$ cat src/rtl/fifo_wr_arbiter_pkg.sv
// Shared types and constants for the round-robin FIFO write arbiter.
// The index helper is used by both the selector and the pointer update.
package fifo_wr_arbiter_pkg;

  typedef enum logic {
    IDLE  = 1'b0,
    GRANT = 1'b1
  } state_t;

  localparam int DEFAULT_DATA_W = 8;
  localparam int BURST_W        = 4;
  localparam int ID_W           = 3;

  // (base + off) mod n, assuming base < n and off < n
  function automatic logic [ID_W-1:0] wrap_idx(input logic [ID_W-1:0] base,
                                               input int off, input int n);
    int sum;
    sum = int'(base) + off;
    if (sum >= n) sum = sum - n;
    return ID_W'(sum);
  endfunction

endpackage

$ cat src/rtl/fifo_wr_arbiter_rr_select.sv
// Combinational round-robin search: first set bit of req at or above
// start, wrapping around the requester vector.
module rr_select
  import fifo_wr_arbiter_pkg::*;
#(
  parameter int NUM_REQ = 4
) (
  input  logic [NUM_REQ-1:0] req,
  input  logic [ID_W-1:0]    start,
  output logic               any_valid,
  output logic [ID_W-1:0]    index
);

  logic [NUM_REQ-1:0] rotated;

  // rotated[k] is the request of the k-th candidate in search order
  for (genvar gi = 0; gi < NUM_REQ; gi++) begin : g_rot
    assign rotated[gi] = |(req & (NUM_REQ'(1) << wrap_idx(start, gi, NUM_REQ)));
  end

  always_comb begin
    any_valid = |rotated;
    index     = start;
    for (int k = NUM_REQ - 1; k >= 0; k--) begin
      if (rotated[k]) index = wrap_idx(start, k, NUM_REQ);
    end
  end

endmodule

$ cat src/rtl/fifo_wr_arbiter.sv
// Round-robin arbiter sharing one FIFO write port among NUM_REQ requesters,
// with bounded bursts and one arbitration bubble per grant.
module fifo_wr_arbiter
  import fifo_wr_arbiter_pkg::*;
#(
  parameter int NUM_REQ   = 4,
  parameter int MAX_BURST = 4,
  parameter int DATA_W    = DEFAULT_DATA_W
) (
  input  logic                      clk,
  input  logic                      reset,
  input  logic [NUM_REQ-1:0]        req_valid,
  input  logic [NUM_REQ*DATA_W-1:0] req_data,
  output logic [NUM_REQ-1:0]        req_ready,
  output logic                      fifo_wr_en,
  output logic [DATA_W-1:0]         fifo_data,
  input  logic                      fifo_full,
  output logic [2:0]                grant_id,
  output logic                      busy
);

  state_t               state_reg;
  state_t               state_next;
  logic [ID_W-1:0]      owner_reg;
  logic [ID_W-1:0]      rr_ptr_reg;
  logic [BURST_W-1:0]   burst_cnt_reg;

  logic                 sel_any;
  logic [ID_W-1:0]      sel_index;
  logic                 owner_valid;
  logic [DATA_W-1:0]    owner_data;
  logic                 transfer;
  logic                 last_beat;

  rr_select #(.NUM_REQ(NUM_REQ)) u_rr_select (
    .req       (req_valid),
    .start     (rr_ptr_reg),
    .any_valid (sel_any),
    .index     (sel_index)
  );

  always_comb begin
    owner_valid = 1'b0;
    owner_data  = '0;
    for (int i = 0; i < NUM_REQ; i++) begin
      if (owner_reg == ID_W'(i)) begin
        owner_valid = req_valid[i];
        owner_data  = req_data[i*DATA_W +: DATA_W];
      end
    end
  end

  assign transfer  = (state_reg == GRANT) && owner_valid && !fifo_full;
  assign last_beat = transfer && (burst_cnt_reg == BURST_W'(MAX_BURST - 1));

  always_ff @(posedge clk or posedge reset) begin
    if (reset) state_reg <= IDLE;
    else       state_reg <= state_next;
  end

  always_comb begin
    state_next = state_reg;
    case (state_reg)
      IDLE:    if (sel_any) state_next = GRANT;
      GRANT:   if (!owner_valid || last_beat) state_next = IDLE;
      default: state_next = IDLE;
    endcase
  end

  always_ff @(posedge clk or posedge reset) begin
    if (reset) begin
      owner_reg     <= '0;
      rr_ptr_reg    <= '0;
      burst_cnt_reg <= '0;
    end else if (state_reg == IDLE) begin
      burst_cnt_reg <= '0;
      if (sel_any) owner_reg <= sel_index;
    end else begin
      if (transfer) burst_cnt_reg <= burst_cnt_reg + 1'b1;
      // pointer moves past the owner whenever its grant ends
      if (state_next == IDLE) rr_ptr_reg <= wrap_idx(owner_reg, 1, NUM_REQ);
    end
  end

  always_comb begin
    busy       = (state_reg == GRANT);
    grant_id   = owner_reg;
    fifo_wr_en = transfer;
    fifo_data  = transfer ? owner_data : '0;
    req_ready  = transfer ? (NUM_REQ'(1) << owner_reg) : '0;
  end

endmodule
$ cat config.mk
export PLATFORM = sky130hd
export DESIGN_NAME = fifo_wr_arbiter
export DESIGN_NICKNAME = d
export VERILOG_FILES = /design/src/rtl/fifo_wr_arbiter_pkg.sv /design/src/rtl/fifo_wr_arbiter_rr_select.sv /design/src/rtl/fifo_wr_arbiter.sv
export SDC_FILE = /design/constraint.sdc
export NUM_CORES = 1
export LEC_CHECK = 0
export CORE_MARGIN = 4
export CORE_UTILIZATION = 38
export CTS_CLUSTER_DIAMETER = 60
export CTS_CLUSTER_SIZE = 30
export DETAILED_ROUTE_END_ITERATION = 6
export PLACE_DENSITY = 0.79
export SYNTH_ARGS = -nofsm -noshare
export SYNTH_HDL_FRONTEND = slang
export SYNTH_SLANG_ARGS = --single-unit
$ cat constraint.sdc
create_clock -name clk -period 2 [get_ports clk]
set_input_delay 0.4 -clock clk [delete_from_list [all_inputs] [get_ports clk]]
set_output_delay 0.4 -clock clk [all_outputs]
set_load 0.05 [all_outputs]
== Yosys cells after proc, flatten, opt, wreduce, memory -nomap -nowiden ==
Index checks and enable logic that the tools add are counted.

* Output and inout port bits: 17
* Word-level logic and storage cells: 73
* Bits in read-only memories: 0
* Input bits: 39
* Flip-flop bits (word level): 11
* RAM bits: 0
* Memories kept: 0
* Bits in latches: 0

* Div/mod/pow operators: 0
* Bitwise logic cells: 6
* $add $sub $neg: 10
* Reductions and logical operators: 14
* Multiplexer cells: 24
* Multipliers: 0
* Equality and inequality tests: 5
* Shifts and indexed selects: 5
* Magnitude comparators: 5

{| class="wikitable"
|+ Operators with widths
! operator !! number
|-
| 8-bit two-way mux || 5
|-
| 3-bit two-way mux || 9
|-
| 1-bit by 3-bit left shift with 4-bit output (first input constant) || 5
|-
| 4-bit AND || 4
|-
| 4-bit by 3-bit >= comparator with 1-bit output (second input constant) || 4
|-
| 16-bit OR reduction || 1
|-
| 4-bit OR reduction || 4
|-
| 3-bit subtractor (second input constant) || 5
|-
| 4-bit two-way mux || 3
|-
| 3-bit by 1-bit adder with 4-bit output (second input constant) || 2
|-
| 3-bit by 2-bit adder with 4-bit output (second input constant) || 2
|-
| 3-bit by 2-bit equality test with 1-bit output (second input constant) || 2
|-
| 1-bit two-way mux || 6
|-
| 4-bit by 1-bit adder with 4-bit output (second input constant) || 1
|-
| 4-bit by 2-bit equality test with 1-bit output (second input constant) || 1
|-
| 2-bit AND reduction || 2
|-
| 3-bit by 1-bit equality test with 1-bit output (second input constant) || 1
|-
| 3-bit >= comparator (second input constant) || 1
|-
| 1-bit logical AND || 3
|-
| 3-bit zero test || 1
|-
| 1-bit zero test || 2
|-
| 2-bit by 1-bit != test with 1-bit output (second input constant) || 1
|-
| 1-bit NOT || 2
|-
| 1-bit one-hot mux with 2 select lines || 1
|-
| 1-bit logical OR || 1
|}

== Longest topological paths before layout ==
Gate-level depths: netlist of the first run.

* Depth in word-level cells: 13
* Mapped depth: 9
* Depth with buffers taken out: 7

== Cells and area by module ==
A second synthesis of the first run with hierarchy kept.

* Cell total of the unflattened synthesis: 164
* Area, all modules: 1305.0 µm²

{| class="wikitable"
|+ Modules (own cells, without submodules)
! module !! sequential area each (µm²) !! instances !! cells an instance !! area an instance (µm²)
|-
| fifo_wr_arbiter || 275.3 || 1 || 121 || 978.4
|-
| rr_select || 0.0 || 1 || 43 || 326.6
|}

== Least setup slack after synthesis of the first run ==
Ideal clock, no wire load.

* Path kind: reg-to-output
* Start: register owner_reg[0] (netlist: grant_id[0])
* End: output port req_ready[0]
* Setup slack: -0.974 ns
* Buffers on the path: 1
* Cell stages (with the launch flop): 9
* Data required time: 1.600 ns
* Arrival: 2.574 ns
* Cell sequence: dfrtp_1 > ha_1 > ha_1 > buf_2 > nor2_4 > o311a_1 > o21ai_2 > inv_1 > and3_1

* Word-level cells in the longest chain between the ends: 8
* Elaborated cells on any way between the ends: 12
* Those cells by class: eq/ne (3); shift (1); mux (5); reduce/logical (3)

{| class="wikitable"
|+ Ends and longest elaborated chain
! element !! RTL line !! source
|-
| from (decl) || fifo_wr_arbiter.sv:24 || <nowiki>logic [ID_W-1:0] owner_reg;</nowiki>
|-
| from (signal assigned) || fifo_wr_arbiter.sv:77 || <nowiki>if (sel_any) owner_reg <= sel_index;</nowiki>
|-
| 3-bit zero test || fifo_wr_arbiter.sv:46 || <nowiki>if (owner_reg == ID_W'(i)) begin</nowiki>
|-
| 1-bit two-way mux (3 in series) || fifo_wr_arbiter.sv:46 ||
|-
| 1-bit two-way mux (*) || fifo_wr_arbiter.sv:46 ||
|-
| 1-bit logical AND (*) (2 in series) || fifo_wr_arbiter.sv:53 || <nowiki>assign transfer = (state_reg == GRANT) && owner_valid && !fifo_full;</nowiki>
|-
| net fifo_wr_en || fifo_wr_arbiter.sv:15 || <nowiki>output logic fifo_wr_en,</nowiki>
|-
| 4-bit two-way mux (*) || fifo_wr_arbiter.sv:90 || <nowiki>req_ready = transfer ? (NUM_REQ'(1) << owner_reg) : '0;</nowiki>
|-
| to (decl) || fifo_wr_arbiter.sv:14 || <nowiki>output logic [NUM_REQ-1:0] req_ready,</nowiki>
|}

The timed path passes the listed nets; every way through them passes the cells marked *.

== Worst setup path after layout of the first run ==
* Start: register owner_reg[0] (netlist: grant_id[0])
* End: output port req_ready[2]

* Word-level cells in the longest chain between the ends: 8
* Elaborated cells on any way between the ends: 12
* Those cells by class: eq/ne (3); shift (1); mux (5); reduce/logical (3)

{| class="wikitable"
|+ Ends and longest elaborated chain
! element !! RTL line
|-
| 3-bit zero test || fifo_wr_arbiter.sv:46
|-
| 1-bit two-way mux (4 in series) || fifo_wr_arbiter.sv:46
|-
| 1-bit logical AND (2 in series) || fifo_wr_arbiter.sv:53
|-
| 4-bit two-way mux (*) || fifo_wr_arbiter.sv:90
|}

Mark *: on every way between the ends. The rest lies on a longest branch, timed or not.

==> results of run 1 <==
cell usage after synthesis (2+ instances only):
master and n:
a22oi_1 17, nor2_1 15, nand2_1 14, ha_1 13
dfrtp_1 11, o21ai_0 11, inv_1 10, a21oi_1 9
and2_1 4, and3b_1 4, and3_1 3, clkbuf_1 3
mux2i_1 3, nand3_1 3, o21ai_1 3, or3_1 3
a21o_1 2, a222oi_1 2, buf_2 2, nand2b_1 2
nor2b_1 2, o21bai_1 2
timing repair:
item                       CTS  global route
buffers inserted             4             7
setup endpoints to repair   22            23
hold buffers                 0             0
pin swaps                    9             9
resized for setup           17            20
power breakdown:
group	switching (mW)	internal (mW)
Clock	0.0756	0.0740
Sequential	0.131	0.324
Combinational	1.56	1.42
cell type report:
type / count / area (um2)
tap: 44 / 55.1
multi-input combinational: 131 / 1100
clock buffer: 3 / 22.5
clock inverter: 1 / 5.00
fill: 205 / 617
sequential: 11 / 284
timing repair buffer: 104 / 941
inverter: 10 / 48.8
layer usage:
layer  up-vias  track usage  part of all wire
li1        783            -                 -
met2       113        0.423              0.50
met4         0       0.0449             0.017
met5         -            0                 0
met3        11       0.0399             0.090
met1       792        0.262              0.39
worst reg2reg max path, cell delays in order, from the launching register on:
cell and delay, ns:
dfrtp_2 0.44, buf_4 0.15, ha_2 0.18, ha_4 0.18, nor2_4 0.10, o311a_4 0.21, o21ai_4 0.07, buf_4 0.14
buf_4 0.13, buf_4 0.13, buf_6 0.12, or3_4 0.36, a21oi_2 0.13
stage by stage:
stage / TNS [ns] / instances / hold slack [ns] / area (um2) / util
floorplan: -7.32 / 157 / 0.252 / 1400 / -
global placement: -7.34 / 290 / 0.538 / 2240 / 0.728
detailed placement: -8.09 / 290 / 0.560 / 2240 / 0.728
CTS: -7.19 / 298 / 0.438 / 2370 / 0.769
global route: -9.67 / 304 / 0.453 / 2460 / 0.800
finish: -7.60 / 304 / 0.427 / 2460 / 0.800
cells by family after synthesis:
kind of cell	count (synthesis)	share of synthesized area
multiplexers	4	0.0336
XOR/XNOR	1	0.00713
adder cells (fa/ha/maj)	13	0.132
flip-flops	11	0.224
AND/OR/NAND/NOR	57	0.244
AO/OA/AOI/OAI	56	0.311
buffers and inverters	15	0.0479
worst paths after layout:
| path | start | endpoint | depth (start not counted) |
|---|---|---|---|
| setup reg to reg | grant_id[1] | burst_cnt_reg[3] | 12 |
| max in group asynchronous | reset | grant_id[0] | 2 |
| hold reg to reg | burst_cnt_reg[1] | burst_cnt_reg[1] | 2 |
| setup / recovery | grant_id[0] | req_ready[2] | 7 |
| hold / removal | reset | busy | 2 |
| min in group clk | burst_cnt_reg[1] | burst_cnt_reg[1] | 2 |
==> impl_results.md, run 1 <==
- DR vias: roughly 1.7k
- CP Launch Type: flop
- Syn Nets: between 200 and 250
- Boundary Pins: 56
- Pins Over Slew Limit: 0
- Cell taking the most area after synthesis: dfrtp_1
- Clk Latency, worst-skew pair: 0.27 ns
- I/O Buffers: between 50 and 60
- Area Overhead vs Synth: 100%
- Max IR drop VDD: roughly 1.3 mV
- Post-synthesis cell type count: 41
- Post-Route WL: 5010 um
- First-pass GRT wire length: 7640 um
- Synth Register Bits: 11
- Initial antenna violation count: 0
- Core Rows: 20
- Sequential area share after synthesis: 0.224
- Root Buffer: clkbuf_4
- CTS tree: done
- Mapped Cells: 157
- Crit-path max cell delay: 0.52 ns
- Syn. warnings: 0
- CP Max Fanout: 4
- Hpwl dp: between 3000 and 4000 um
- RePlAce Congestion: 0.890
- CP top delay family: compound AO/OA/AOI/OAI gates
- Mapped Area: 0.00123 mm2
- Reg clk slew, reported paths: 0.07 ns
- Synth top area share: 0.224
- Crit path arrival time: between 2 and 2.5 ns
- Most common cell after layout, fill and taps aside: buf_4
- Slew headroom: 0.723
- Slowest-stage cell, CP: dfrtp_4
- Vias per Instance: 5.59
- Power Density: 1450 mW/mm2
- Wire length per cell: roughly 16 um
- Synth async-reset ratio: 1.00
- Worst reg2reg setup slack: -0.41 ns
- Pin count of the biggest net entering global routing: 18
- Most frequent cells in the layout: buf_4 (53), clkdlybuf4s50_1 (38), a22oi_1 (14), nand2_1 (14), buf_6 (10)
- Finish-stage setup viols: 21
- CP Data Required Time: 1.60 ns
- DRT antenna net count: 0
- Post-layout nets: 313
- Worst-path cell chain: ha_4, and2_4, o311a_4, o21ai_4, clkinvlp_4, and3_4, buf_6
- Die Width: 64.9 um
- Max-cap viol count: 0
- Vias in the first global route: 1640
- Post-synthesis average cell area: 7.83 um2
- Ys flop type: dfrtp_1
- Hold Crit Class: primary input to async pin
- Fin crit period: approximately 2.6 ns
- Die height: around 65 um
- Hold Fails Final Rpt: 0
- # H-tree levels: 1
- Pleak: 1.06 nW
- DRT iter0 DRCs: between 150 and 200
- EDFF count, synth: 0
- Core area: slightly above 0.003 mm2
- Setup Skew: 0.00457 ns
- Total CTS buffers: 3
- RSZ-0062 raised after global routing: yes
- Top cells by area, synth: dfrtp_1 (22%), ha_1 (13%), a22oi_1 (10%)
- TritonRoute pass-1 iters: 5
- Antenna cells: 0
- DRC Markers: 0
- Clock sinks: 11
- CP endpoint kind: primary output
- Global route overflow: 0
- Fmax: 0.389 GHz
- Failing checks: setup timing
- Buf/Inv on CP: 2
- Final period utilization: 1.29
- Crit path kind: flop to primary output
- Setup WS pre-CTS: -0.514 ns
- Max reg flops: 4
- Largest buffer count on any clock path: 2
- Status: finished, violations left
- Initial core utilization: 0.399
- Fraction of layout instances using a drive strength above 1: 0.438
- Worst Tran Pin Value: 0.415 ns
- Final worst setup slack: -0.573 ns
- Power, Total: between 3 and 4 mW
- Die Area: 0.00421 mm2
- Tot GR Track Use: 0.225
Note: power is estimated with default switching activity, not from simulation.
==> inputs of run 2 (changes only) <==
- CELL_PAD_IN_SITES_DETAIL_PLACEMENT: unset -> 0
- CELL_PAD_IN_SITES_GLOBAL_PLACEMENT: unset -> 1
- CORE_UTILIZATION: 38 -> 26
- PLACE_DENSITY: 0.79 -> 0.78
==> run 2 against run 1 <==
  * The run still ends with setup timing left
  * Largest cell class unchanged
  * Die area is 40% higher
  * Critical endpoint is now req_ready[1]
  * Fmax is 3.5% higher
  * Clock-buffer cell count is 1 higher
  * Utilization is 25 points lower
  * Via count is 11% lower
  * Clock power is 47% higher
  * Worst hold slack better by 0.028 ns
==> impl_results.md, run 2 (synthesized netlist as in run 1, its figures left out) <==
- Status: finished, violations left
- Failing checks: setup timing
- RePlAce Congestion: 0.809 (-9.1%)
- Die Width: 76.7 um (+18%)
- Power Density: 1410 mW/mm2 (-2.7%)
- Largest buffer count on any clock path: 2 (unchanged)
- DR vias: 1519 (-11%)
- First-pass GRT wire length: 7370 um (-3.5%)
- Pleak: 1.04 nW (-1.6%)
- Pins Over Slew Limit: 0 (unchanged)
- Final worst setup slack: -0.487 ns (+0.0859 ns)
- Die height: 76.7 um (+18%)
- Reg-to-reg endpoint: burst_cnt_reg[3]
- Clock sinks: 11 (unchanged)
- Worst Tran Pin Value: 0.422 ns (+0.00657 ns)
- Area Overhead vs Synth: 99.2%
- Power, Total: 3.46 mW (-3.2%)
- Worst reg2reg setup slack: -0.22 ns (+0.19 ns)
- CP Launch Type: flop
- Initial core utilization: 0.275 (-0.125)
- CTS tree: done
- Setup Skew: 0.00485 ns (+0.000277 ns)
- # H-tree levels: 1 (unchanged)
- Hpwl dp: 3530 um (-6.4%)
- Fraction of layout instances using a drive strength above 1: 0.426 (-0.0127)
- Final period utilization: 1.24 (-0.0430)
- DRC Markers: 0 (unchanged)
- Dpl cell area: 0.00224 mm2 (+0.11%)
- Hold Fails Final Rpt: 0 (unchanged)
- I/O Buffers: 55 (unchanged)
- Post-layout nets: 309 (-1.3%)
- Antenna cells: 0 (unchanged)
- Wire length per cell: 14.0 um (-15%)
- Reg clk slew, reported paths: 0.05 ns (-0.02 ns)
- CP endpoint kind: primary output
- Max-cap viol count: 0 (unchanged)
- DRT iter0 DRCs: 49 (-69%)
- Vias per Instance: 4.93 (-12%)
- Most frequent cells in the layout: buf_4 (51), clkdlybuf4s50_1 (38), a22oi_1 (17), nand2_1 (14), o21ai_0 (10)
- R2R depth: 11 (-1)
- Post-Route WL: 4300 um (-14%)
- Slew headroom: 0.718 (-0.00439)
- # fillers: 419 (+100%)
- Design area: 0.00245 mm2 (-0.56%)
- TritonRoute pass-1 iters: 5 (unchanged)
- Crit-path max cell delay: 0.51 ns (about the same)
- Die Area: 0.00589 mm2 (+40%)
- Max IR drop VDD: 0.741 mV (-44%)
- Pin count of the biggest net entering global routing: 18 (unchanged)
- Hold Crit Class: primary input to async pin
- RSZ-0062 raised after global routing: yes
- Core area: 0.00447 mm2 (+45%)
- CP Max Fanout: 4 (unchanged)
- CP Data Required Time: 1.60 ns (about the same)
- Post-layout util: 0.547 (-0.253)
- Initial antenna violation count: 0 (unchanged)
- Core Rows: 24 (+20%)
- Total CTS buffers: 3 (unchanged)
- Slowest-stage cell, CP: dfrtp_4
- Tot GR Track Use: 0.149 (-0.0752)
- Finish-stage setup viols: 20 (-4.8%)
- Fmax: 0.402 GHz (+3.5%)
- Boundary Pins: 56 (unchanged)
- Worst-path cell chain: ha_4, and2_4, o311a_4, o21ai_4, clkinvlp_4, and3_4, buf_8
- Global route overflow: 0 (unchanged)
- DRT antenna net count: 0 (unchanged)
- Max reg flops: 4 (unchanged)
- R2R Path Start: grant_id[1]
- Fin crit period: 2.49 ns (-0.0859 ns)
- Crit path arrival time: 2.09 ns (-0.08 ns)
- Root Buffer: clkbuf_8
- Clk Latency, worst-skew pair: 0.24 ns (-0.03 ns)
- Crit path kind: flop to primary output
- Most common cell after layout, fill and taps aside: buf_4
- Vias in the first global route: 1601 (-2.4%)
-- run 2: cell types whose count changed in the layout (fill, tap and decap cells not counted), moves of 2 or more --
cell      before  now
clkbuf_4       3    0
clkbuf_8       0    3
a22oi_1       14   17
a22oi_2        3    0
buf_4         53   51
o21ai_1        7    3
inv_4          3    1
inv_2          1    3
o21ai_0        5   10
-- run 2: timing repair --
| action | 4_1_cts | 5_1_grt |
|---|---|---|
| resized for setup | 15 | 13 |
| setup buffers | 4 | 3 |
| pin swaps | 8 | 5 |
| setup endpoints to repair | 20 | 23 |
| hold buffers | 0 | 0 |
-- run 2: metal layers --
layer	wire (um)	part of all wire	track usage
met3	385	0.090	0.0445
met5	0	0	0
met4	28	0.0065	0.0163
met1	1820	0.42	0.179
met2	2070	0.48	0.269
-- run 2: how the worst max path moves through the flow --
stage | start | endpoint | depth (start not counted)
CTS | grant_id[0] | req_ready[1] | 7
finish | grant_id[0] | req_ready[1] | 7
floorplan | grant_id[1] | req_ready[0] | 7
detailed placement | req_valid[0] | fifo_data[5] | 7
global placement | req_valid[0] | fifo_data[4] | 7
global route | grant_id[0] | req_ready[2] | 7
-- run 2: area by class of cell --
class	count	area, um2	share of cell area
clock buffers	4	45.0	0.0184
inverters	10	43.8	0.0179
repair buffers	100	900	0.368
well taps	52	65.1	0.0266
flip-flops and latches	11	284	0.116
multi-input cells	131	1110	0.453
-- run 2: report_power, final --
| part | switching, mW | total (mW) | leakage [nW] | internal [mW] |
|---|---|---|---|---|
| clock | 0.0812 | 0.221 | 0.0228 | 0.140 |
| combinational | 1.44 | 2.80 | 0.886 | 1.36 |
| sequential | 0.120 | 0.445 | 0.135 | 0.325 |
-- run 2: stage by stage --
stage | setup WS [ns] | setup TNS, ns | instances | hold WS, ns
5_1_grt | -0.559 | -7.98 | 308 | 0.487
3_3_place_gp | -0.467 | -7.56 | 297 | 0.543
6_report | -0.487 | -6.46 | 308 | 0.455
2_1_floorplan | -0.562 | -7.32 | 157 | 0.252
4_1_cts | -0.500 | -6.04 | 305 | 0.479
3_5_place_dp | -0.494 | -7.89 | 297 | 0.557
-- run 2: critical path: cells and delay by family (launching register included) --
family | cells | cell delay (ns)
simple gates | 2 | 0.30
buf+inv | 2 | 0.29
compound gates | 2 | 0.57
fa+ha+maj | 1 | 0.17
flops | 1 | 0.51
